`config.mk`:
```
export PLATFORM = sky130hd
export DESIGN_NAME = spi_write_sequencer
export DESIGN_NICKNAME = d
export VERILOG_FILES = /design/src/rtl/spi_pkg.sv /design/src/rtl/spi_seq_timer.sv /design/src/rtl/spi_write_sequencer.sv
export SDC_FILE = /design/constraint.sdc
export NUM_CORES = 1
export LEC_CHECK = 0
export ABC_AREA = 1
export BUFFER_PORTS_ARGS = -buffer_cell sky130_fd_sc_hd__buf_4
export CORE_MARGIN = 4
export CORE_UTILIZATION = 59
export DETAILED_ROUTE_END_ITERATION = 7
export PLACE_DENSITY = 0.84
export SYNTH_ARGS = -nofsm -noshare
export SYNTH_HDL_FRONTEND = slang
export SYNTH_HIERARCHICAL = 1
export SYNTH_SLANG_ARGS = --single-unit
```
`constraint.sdc`:
```
create_clock -name clk_i -period 4.5 [get_ports clk_i]
set_input_delay 0.9 -clock clk_i [delete_from_list [all_inputs] [get_ports clk_i]]
set_output_delay 0.9 -clock clk_i [all_outputs]
set_load 0.01 [all_outputs]
```
`src/rtl/spi_pkg.sv`:
```
// -----------------------------------------------------------------------------
// spi_pkg
// Shared definitions for the SPI write sequencer:
//   - seq_state_e    : frame controller state encoding
//   - *_DEF          : default frame geometry and interval lengths
//   - UNDERRUN_LIMIT : FETCH cycles without data before a frame is aborted
//                      (used only when SPI_SEQ_UNDERRUN_TIMEOUT_EN is defined)
//   - TMR_W          : width of the interval timer; intervals must fit in it
// -----------------------------------------------------------------------------
package spi_pkg;

    typedef enum logic [2:0] {
        S_IDLE   = 3'd0,
        S_SETUP  = 3'd1,
        S_FETCH  = 3'd2,
        S_START  = 3'd3,
        S_WAIT   = 3'd4,
        S_GAP    = 3'd5,
        S_HOLD   = 3'd6,
        S_FINISH = 3'd7
    } seq_state_e;

    localparam int MAX_LEN_DEF    = 16;
    localparam int CS_SETUP_DEF   = 2;
    localparam int GAP_DEF        = 1;
    localparam int CS_HOLD_DEF    = 2;
    localparam int UNDERRUN_LIMIT = 255;
    localparam int TMR_W          = 8;

    // Interval length as a timer load value.
    function automatic logic [TMR_W-1:0] tmr_cycles(input int cycles);
        return TMR_W'(cycles);
    endfunction

endpackage

```
`src/rtl/spi_seq_timer.sv`:
```
// -----------------------------------------------------------------------------
// spi_seq_timer
// Loadable down-counter shared by the SETUP, GAP and HOLD intervals.
// Loading N makes done_o rise in the N-th cycle after the load edge, so a
// state entered together with the load lasts exactly N cycles.
// Ports:
//   clk_i      : clock, rising edge
//   rst_ni     : asynchronous active-low reset
//   load_i     : load load_val_i this cycle (wins over counting)
//   load_val_i : interval length in cycles (>= 1)
//   done_o     : interval elapses at the coming edge
// -----------------------------------------------------------------------------
module spi_seq_timer
    import spi_pkg::*;
#(
    parameter int W = TMR_W
) (
    input  logic         clk_i,
    input  logic         rst_ni,
    input  logic         load_i,
    input  logic [W-1:0] load_val_i,
    output logic         done_o
);

    logic [W-1:0] cnt_q, cnt_d;

    always_comb begin
        // NOTE: every combinational output gets a default first, so no path
        // through the block leaves it unassigned and no latch is inferred.
        cnt_d = cnt_q;
        if (load_i) begin
            cnt_d = load_val_i;
        end else if (cnt_q != '0) begin
            // Saturates at zero instead of wrapping.
            cnt_d = cnt_q - W'(1);
        end
    end

    // NOTE: sequential state uses non-blocking assignments so every flop
    // samples the pre-edge values of the others.
    always_ff @(posedge clk_i or negedge rst_ni) begin
        if (!rst_ni) begin
            cnt_q <= '0;
        end else begin
            cnt_q <= cnt_d;
        end
    end

    assign done_o = (cnt_q <= W'(1));

endmodule

```
`src/rtl/spi_write_sequencer.sv`:
```
// -----------------------------------------------------------------------------
// spi_write_sequencer
// Frames a multi-byte write with an active-low chip select: accepts a request
// with a byte count, pulls bytes from a valid/ready stream and fires the
// single-byte transmitter once per byte, with CS setup, inter-byte gap and CS
// hold intervals around the bytes.
//
// Optional feature (macro SPI_SEQ_UNDERRUN_TIMEOUT_EN): abort the frame with
// ERR when FETCH sees no data for UNDERRUN_LIMIT cycles. Without the macro,
// FETCH waits indefinitely with CS held low.
//
// Ports:
//   clk_i, rst_ni   : clock / asynchronous active-low reset
//   req_i, len_i    : frame request and byte count (1..MAX_LEN)
//   ack_o           : one-cycle pulse, request accepted
//   tx_data_i/valid : upstream byte stream; tx_ready_o is a Moore decode of FETCH
//   busy_o          : high from ACK through the FRAME_DONE cycle
//   frame_done_o    : one-cycle pulse, frame complete
//   err_o           : one-cycle pulse, rejected request or aborted frame
//   cs_n_o          : chip select, active-low
//   byte_start_o    : one-cycle start pulse to the byte transmitter
//   byte_data_o     : byte to send, stable from BYTE_START until BYTE_DONE
//   byte_done_i     : byte transmitter finished (one-cycle pulse)
// -----------------------------------------------------------------------------
module spi_write_sequencer
    import spi_pkg::*;
#(
    parameter int  MAX_LEN  = MAX_LEN_DEF,
    parameter int  CS_SETUP = CS_SETUP_DEF,
    parameter int  GAP      = GAP_DEF,
    parameter int  CS_HOLD  = CS_HOLD_DEF,
    localparam int LW       = $clog2(MAX_LEN + 1)
) (
    input  logic          clk_i,
    input  logic          rst_ni,
    input  logic          req_i,
    input  logic [LW-1:0] len_i,
    output logic          ack_o,
    input  logic [7:0]    tx_data_i,
    input  logic          tx_valid_i,
    output logic          tx_ready_o,
    output logic          busy_o,
    output logic          frame_done_o,
    output logic          err_o,
    output logic          cs_n_o,
    output logic          byte_start_o,
    output logic [7:0]    byte_data_o,
    input  logic          byte_done_i
);

    seq_state_e state_q, state_d;

    logic [LW-1:0] remaining_q, remaining_d;
    logic [7:0]    byte_data_q, byte_data_d;
    logic          done_q, done_d;
    logic          ack_q, ack_d;
    logic          busy_q, busy_d;
    logic          frame_done_q, frame_done_d;
    logic          err_q, err_d;
    logic          cs_n_q, cs_n_d;
    logic          byte_start_q, byte_start_d;

    logic             tmr_load;
    logic [TMR_W-1:0] tmr_val;
    logic             tmr_done;

    logic len_ok;
    logic handshake;
    logic done_take;
    logic underrun;

    assign len_ok    = (len_i != '0) && (len_i <= LW'(MAX_LEN));
    assign handshake = (state_q == S_FETCH) && tx_valid_i;
    // BYTE_DONE counts only once per byte and only while waiting for it.
    assign done_take = (state_q == S_WAIT) && byte_done_i && !done_q;

`ifdef SPI_SEQ_UNDERRUN_TIMEOUT_EN
    logic [7:0] uflow_q, uflow_d;

    // Counts consecutive FETCH cycles without data; any handshake or leaving
    // FETCH clears it.
    always_comb begin
        uflow_d = '0;
        if ((state_q == S_FETCH) && !tx_valid_i && !underrun) begin
            uflow_d = uflow_q + 8'd1;
        end
    end

    assign underrun = (state_q == S_FETCH) && !tx_valid_i &&
                      (uflow_q == 8'(UNDERRUN_LIMIT - 1));

    always_ff @(posedge clk_i or negedge rst_ni) begin
        if (!rst_ni) begin
            uflow_q <= '0;
        end else begin
            uflow_q <= uflow_d;
        end
    end
`else
    assign underrun = 1'b0;
`endif

    spi_seq_timer #(
        .W (TMR_W)
    ) u_timer (
        .clk_i      (clk_i),
        .rst_ni     (rst_ni),
        .load_i     (tmr_load),
        .load_val_i (tmr_val),
        .done_o     (tmr_done)
    );

    // State and registered outputs.
    always_ff @(posedge clk_i or negedge rst_ni) begin
        if (!rst_ni) begin
            state_q      <= S_IDLE;
            ack_q        <= 1'b0;
            busy_q       <= 1'b0;
            frame_done_q <= 1'b0;
            err_q        <= 1'b0;
            cs_n_q       <= 1'b1;
            byte_start_q <= 1'b0;
        end else begin
            state_q      <= state_d;
            ack_q        <= ack_d;
            busy_q       <= busy_d;
            frame_done_q <= frame_done_d;
            err_q        <= err_d;
            cs_n_q       <= cs_n_d;
            byte_start_q <= byte_start_d;
        end
    end

    // Next-state logic. The byte completion is registered (done_q) and acted
    // on one cycle later, when remaining_q already holds the decremented count.
    always_comb begin
        state_d = state_q;
        unique case (state_q)
            S_IDLE:   if (req_i && len_ok) state_d = S_SETUP;
            S_SETUP:  if (tmr_done) state_d = S_FETCH;
            S_FETCH: begin
                if (tx_valid_i) begin
                    state_d = S_START;
                end else if (underrun) begin
                    state_d = S_IDLE;
                end
            end
            S_START:  state_d = S_WAIT;
            S_WAIT: begin
                if (done_q) begin
                    if (remaining_q == '0) begin
                        state_d = S_HOLD;
                    end else if (GAP == 0) begin
                        state_d = S_FETCH;
                    end else begin
                        state_d = S_GAP;
                    end
                end
            end
            S_GAP:    if (tmr_done) state_d = S_FETCH;
            S_HOLD:   if (tmr_done) state_d = S_FINISH;
            S_FINISH: state_d = S_IDLE;
            default:  state_d = S_IDLE;
        endcase
    end

    // Output decode: registered outputs follow the state being entered, so
    // each is valid in the same cycle as that state.
    always_comb begin
        ack_d        = (state_q == S_IDLE) && (state_d == S_SETUP);
        err_d        = ((state_q == S_IDLE) && req_i && !len_ok) || underrun;
        busy_d       = (state_d != S_IDLE);
        cs_n_d       = (state_d == S_IDLE) || (state_d == S_FINISH);
        frame_done_d = (state_d == S_FINISH);
        byte_start_d = (state_d == S_START);

        tmr_load = (state_d != state_q) &&
                   ((state_d == S_SETUP) || (state_d == S_GAP) || (state_d == S_HOLD));
        unique case (state_d)
            S_SETUP: tmr_val = tmr_cycles(CS_SETUP);
            S_GAP:   tmr_val = tmr_cycles(GAP);
            S_HOLD:  tmr_val = tmr_cycles(CS_HOLD);
            default: tmr_val = '0;
        endcase
    end

    // Byte datapath: count, captured byte and registered completion.
    always_comb begin
        remaining_d = remaining_q;
        if (ack_d) begin
            remaining_d = len_i;
        end else if (done_take && (remaining_q != '0)) begin
            remaining_d = remaining_q - LW'(1);
        end
        byte_data_d = handshake ? tx_data_i : byte_data_q;
        done_d      = done_take;
    end

    always_ff @(posedge clk_i or negedge rst_ni) begin
        if (!rst_ni) begin
            remaining_q <= '0;
            byte_data_q <= '0;
            done_q      <= 1'b0;
        end else begin
            remaining_q <= remaining_d;
            byte_data_q <= byte_data_d;
            done_q      <= done_d;
        end
    end

    assign tx_ready_o   = (state_q == S_FETCH);
    assign ack_o        = ack_q;
    assign busy_o       = busy_q;
    assign frame_done_o = frame_done_q;
    assign err_o        = err_q;
    assign cs_n_o       = cs_n_q;
    assign byte_start_o = byte_start_q;
    assign byte_data_o  = byte_data_q;

endmodule

```
==> run summary <==
outcome = finished, final reports clean
Routed WL = 3.534 mm
# DRC = 0
min Tclk post-route = 2.622 ns
CP cell instances = inv_1 > ha_1 > o21ai_0 > nor2_1 > inv_1 > nand2_2 > o21ai_1 > nand2_1 > nand3_2 > nand2_2 > nand2_1 > nand2_1 > nand2_1 > inv_1 > inv_2 > or2_2 > nand2_1 > a21oi_1
Slowest-stage cell, CP = dfrtp_1
setup TNS = 0 ns
Post-CTS Repair Setup Buffers = 0
post-synth top area share = 0.4202
RSZ-0062 raised after global routing = no
crit start category = flop
TritonCTS clock tree = done
core area = 2829 µm²
clk slew on worst S/H paths = 0.10 ns
placed cell areas = 2066 µm²
number of max-cap violations = 0
synth top area cells = dfrtp_1 42%, nand2_1 13%, nor2_1 6.5%, inv_1 6.1%, nand3_1 5.0%
sequential fraction of the synthesis area = 0.4349
Die Ht = 63.03 µm
vias per inst = 5.010
Critical Path AT = 2.85 ns
LEAKAGE = 1.185 nW
routed length per instance = 11.47 µm
Area Overhead vs Synth = 20.45%
CP dominant cell by count = nand2_1
Clock Root Buffer = clkbuf_4
vias in the first global route = 1,481
htree depth = 2
Final Hold Fails = 0
synthesized netlist cell count = 234
kind of critical path = flop to flop
Die W = 63.03 µm
HPWL Detailed = 2.739 mm
mapped cell area = 1787 µm²
Antenna Nets Post-Route = 0
CP max stage delay = 0.43 ns
max-slew violations = 0
row cnt = 19
Unique masters post-synth = 26
cts repair resizes = 0
worst reg2reg setup slack = 1.88 ns
HP Class = input port to async pin
Crit Path Max Fanout = 10
setup violators final = 0
total congestion overflow = 0
Port Buffers = 32
most frequent cells in the layout = 63 x nand2_1, 32 x buf_4, 31 x nor2_1
die footprint = 3973 µm²
fmax = 0.3814 GHz
GP Congestion = 0.8733
Mapped Avg Cell Area = 7.636 µm²
All-Layer GR Usage = 0.2014
layout cells sized above 1 = 0.2563
insertion delay to the later sink of the worst-skew pair = 0.33 ns
Finished Cell Area = 2152 µm²
1st-iter DRT viols = 106
largest net degree at the start of global routing = 32
# hold bufs at CTS = 0
CP Capture Type = flop
n_diodes = 0
Worst VDD drop = 0.0003686 V
CTS Sinks = 31
Buf+Inv Stages, Crit Path = 4
initial antenna violation count = 0
pwr dens = 644.5 nW/µm²
Final period util = 0.5826
critical path required time = 4.73 ns
Nets = 298
Vias = 1,543
wire length of the first global-routing pass = 6.327 mm
CTS buffer count = 5
Tot Pwr = 0.001387 W
commonest non-fill, non-tap cell in the layout = nand2_1
Ports = 33
Starting Density = 0.6316
worst-case clock buffer depth = 2
cell taking the most area after synthesis = dfrtp_1
flops & latches, synth = 31
Largest delay share family, worst path = simple AND/OR/NAND/NOR gates
Fin Clk Skew = 0.01062 ns
Syn. warnings = 6
drt first pass iters = 4
==> logic make-up (layout without fill, tap and decap cells) <==
group / count (synthesis) / count (layout) / synth area share
flops: 31 / 31 / 0.4349
xor+xnor: 4 / 4 / 0.01961
simple gates: 136 / 136 / 0.3677
buf+inv: 37 / 75 / 0.08613
other cells: 1 / 6 / 0.002099
fa+ha+maj: 4 / 4 / 0.02801
compound gates: 21 / 21 / 0.06162
==> report_power, final <==
part,total [W],switching (W),internal [W]
logic,0.000661,0.000398,0.000263
clock network,0.000228,0.0000967,0.000131
registers,0.000498,0.000105,0.000394
total,0.00139,0.000599,0.000788
==> final cells by class <==
| type | count | area (µm²) |
|---|---|---|
| Clock buffer | 6 | 51.30 |
| Clock inverter | 2 | 35.03 |
| Fill cell | 218 | 676.9 |
| Inverter | 35 | 135.1 |
| Multi-Input combinational cell | 171 | 874.6 |
| Sequential cell | 31 | 777.0 |
| Tap cell | 31 | 38.79 |
| Timing Repair Buffer | 32 | 240.2 |
==> registers in the layout, summed over array words and instances (netlist names) <==
register	cells
byte_data_o	8
u_timer/cnt_q	8
remaining_q	5
state_q	3
ack_o	1
busy_o	1
byte_start_o	1
cs_n_o	1
done_q	1
err_o	1
frame_done_o	1
==> final timing paths <==
path | from | endpoint | cells past startpoint
worst max-delay path | u_timer/cnt_q[0] | u_timer/cnt_q[4] | 18
worst min-delay path | rst_ni | done_q | 1
worst max register to register | u_timer/cnt_q[0] | u_timer/cnt_q[4] | 18
worst min register to register | byte_data_o[2] | byte_data_o[2] | 2
max in group asynchronous | rst_ni | cs_n_o | 1
min in group clk_i | byte_data_o[2] | byte_data_o[2] | 2
==> synth_stat cells <==
cell / n
inv_4: 1
ha_1: 4
xor2_1: 2
dfstp_2: 1
clkinv_2: 1
nand3_2: 5
nor3_4: 1
o211ai_1: 2
nor2_4: 6
a21oi_1: 5
inv_2: 4
buf_6: 1
inv_1: 29
nand2_2: 8
o21ai_1: 6
or2_2: 1
buf_4: 1
o21ai_0: 8
nand3_1: 18
nor2_1: 31
conb_1: 1
nand2_1: 63
xnor2_1: 2
dfrtp_1: 30
nand2_4: 1
nor2_2: 2
==> metal layers <==
metal	vias up	share of wire	global-route usage
met3	5	0.059	0.07734
met5	-	0	0
met1	704	0.46	0.2557
met2	35	0.47	0.3109
met4	0	0.014	0.07163
li1	799	-	-
==> worst reg2reg max path: stages, from the launching register on <==
cell and delay [ns]:
dfrtp_1 0.43, inv_1 0.11, ha_1 0.24, o21ai_0 0.12, nor2_1 0.14, inv_1 0.07, nand2_2 0.09, o21ai_1 0.08
nand2_1 0.09, nand3_2 0.12, nand2_2 0.10, nand2_1 0.06, nand2_1 0.05, nand2_1 0.05, inv_1 0.26, inv_2 0.14
or2_2 0.29, nand2_1 0.06, a21oi_1 0.03
==> through the flow <==
step / cells / util / worst slack [ns] / hold WS, ns
CTS: 308 / 0.7607 / 1.893 / 0.4720
global route: 308 / 0.7607 / 1.622 / 0.4838
finish: 308 / 0.7607 / 1.878 / 0.4798
detailed placement: 300 / 0.7302 / 1.837 / 0.4668
global placement: 300 / 0.7302 / 1.902 / 0.4651
floorplan: 239 / - / 2.247 / 0.4799
Power figures use the tool's default switching activity.
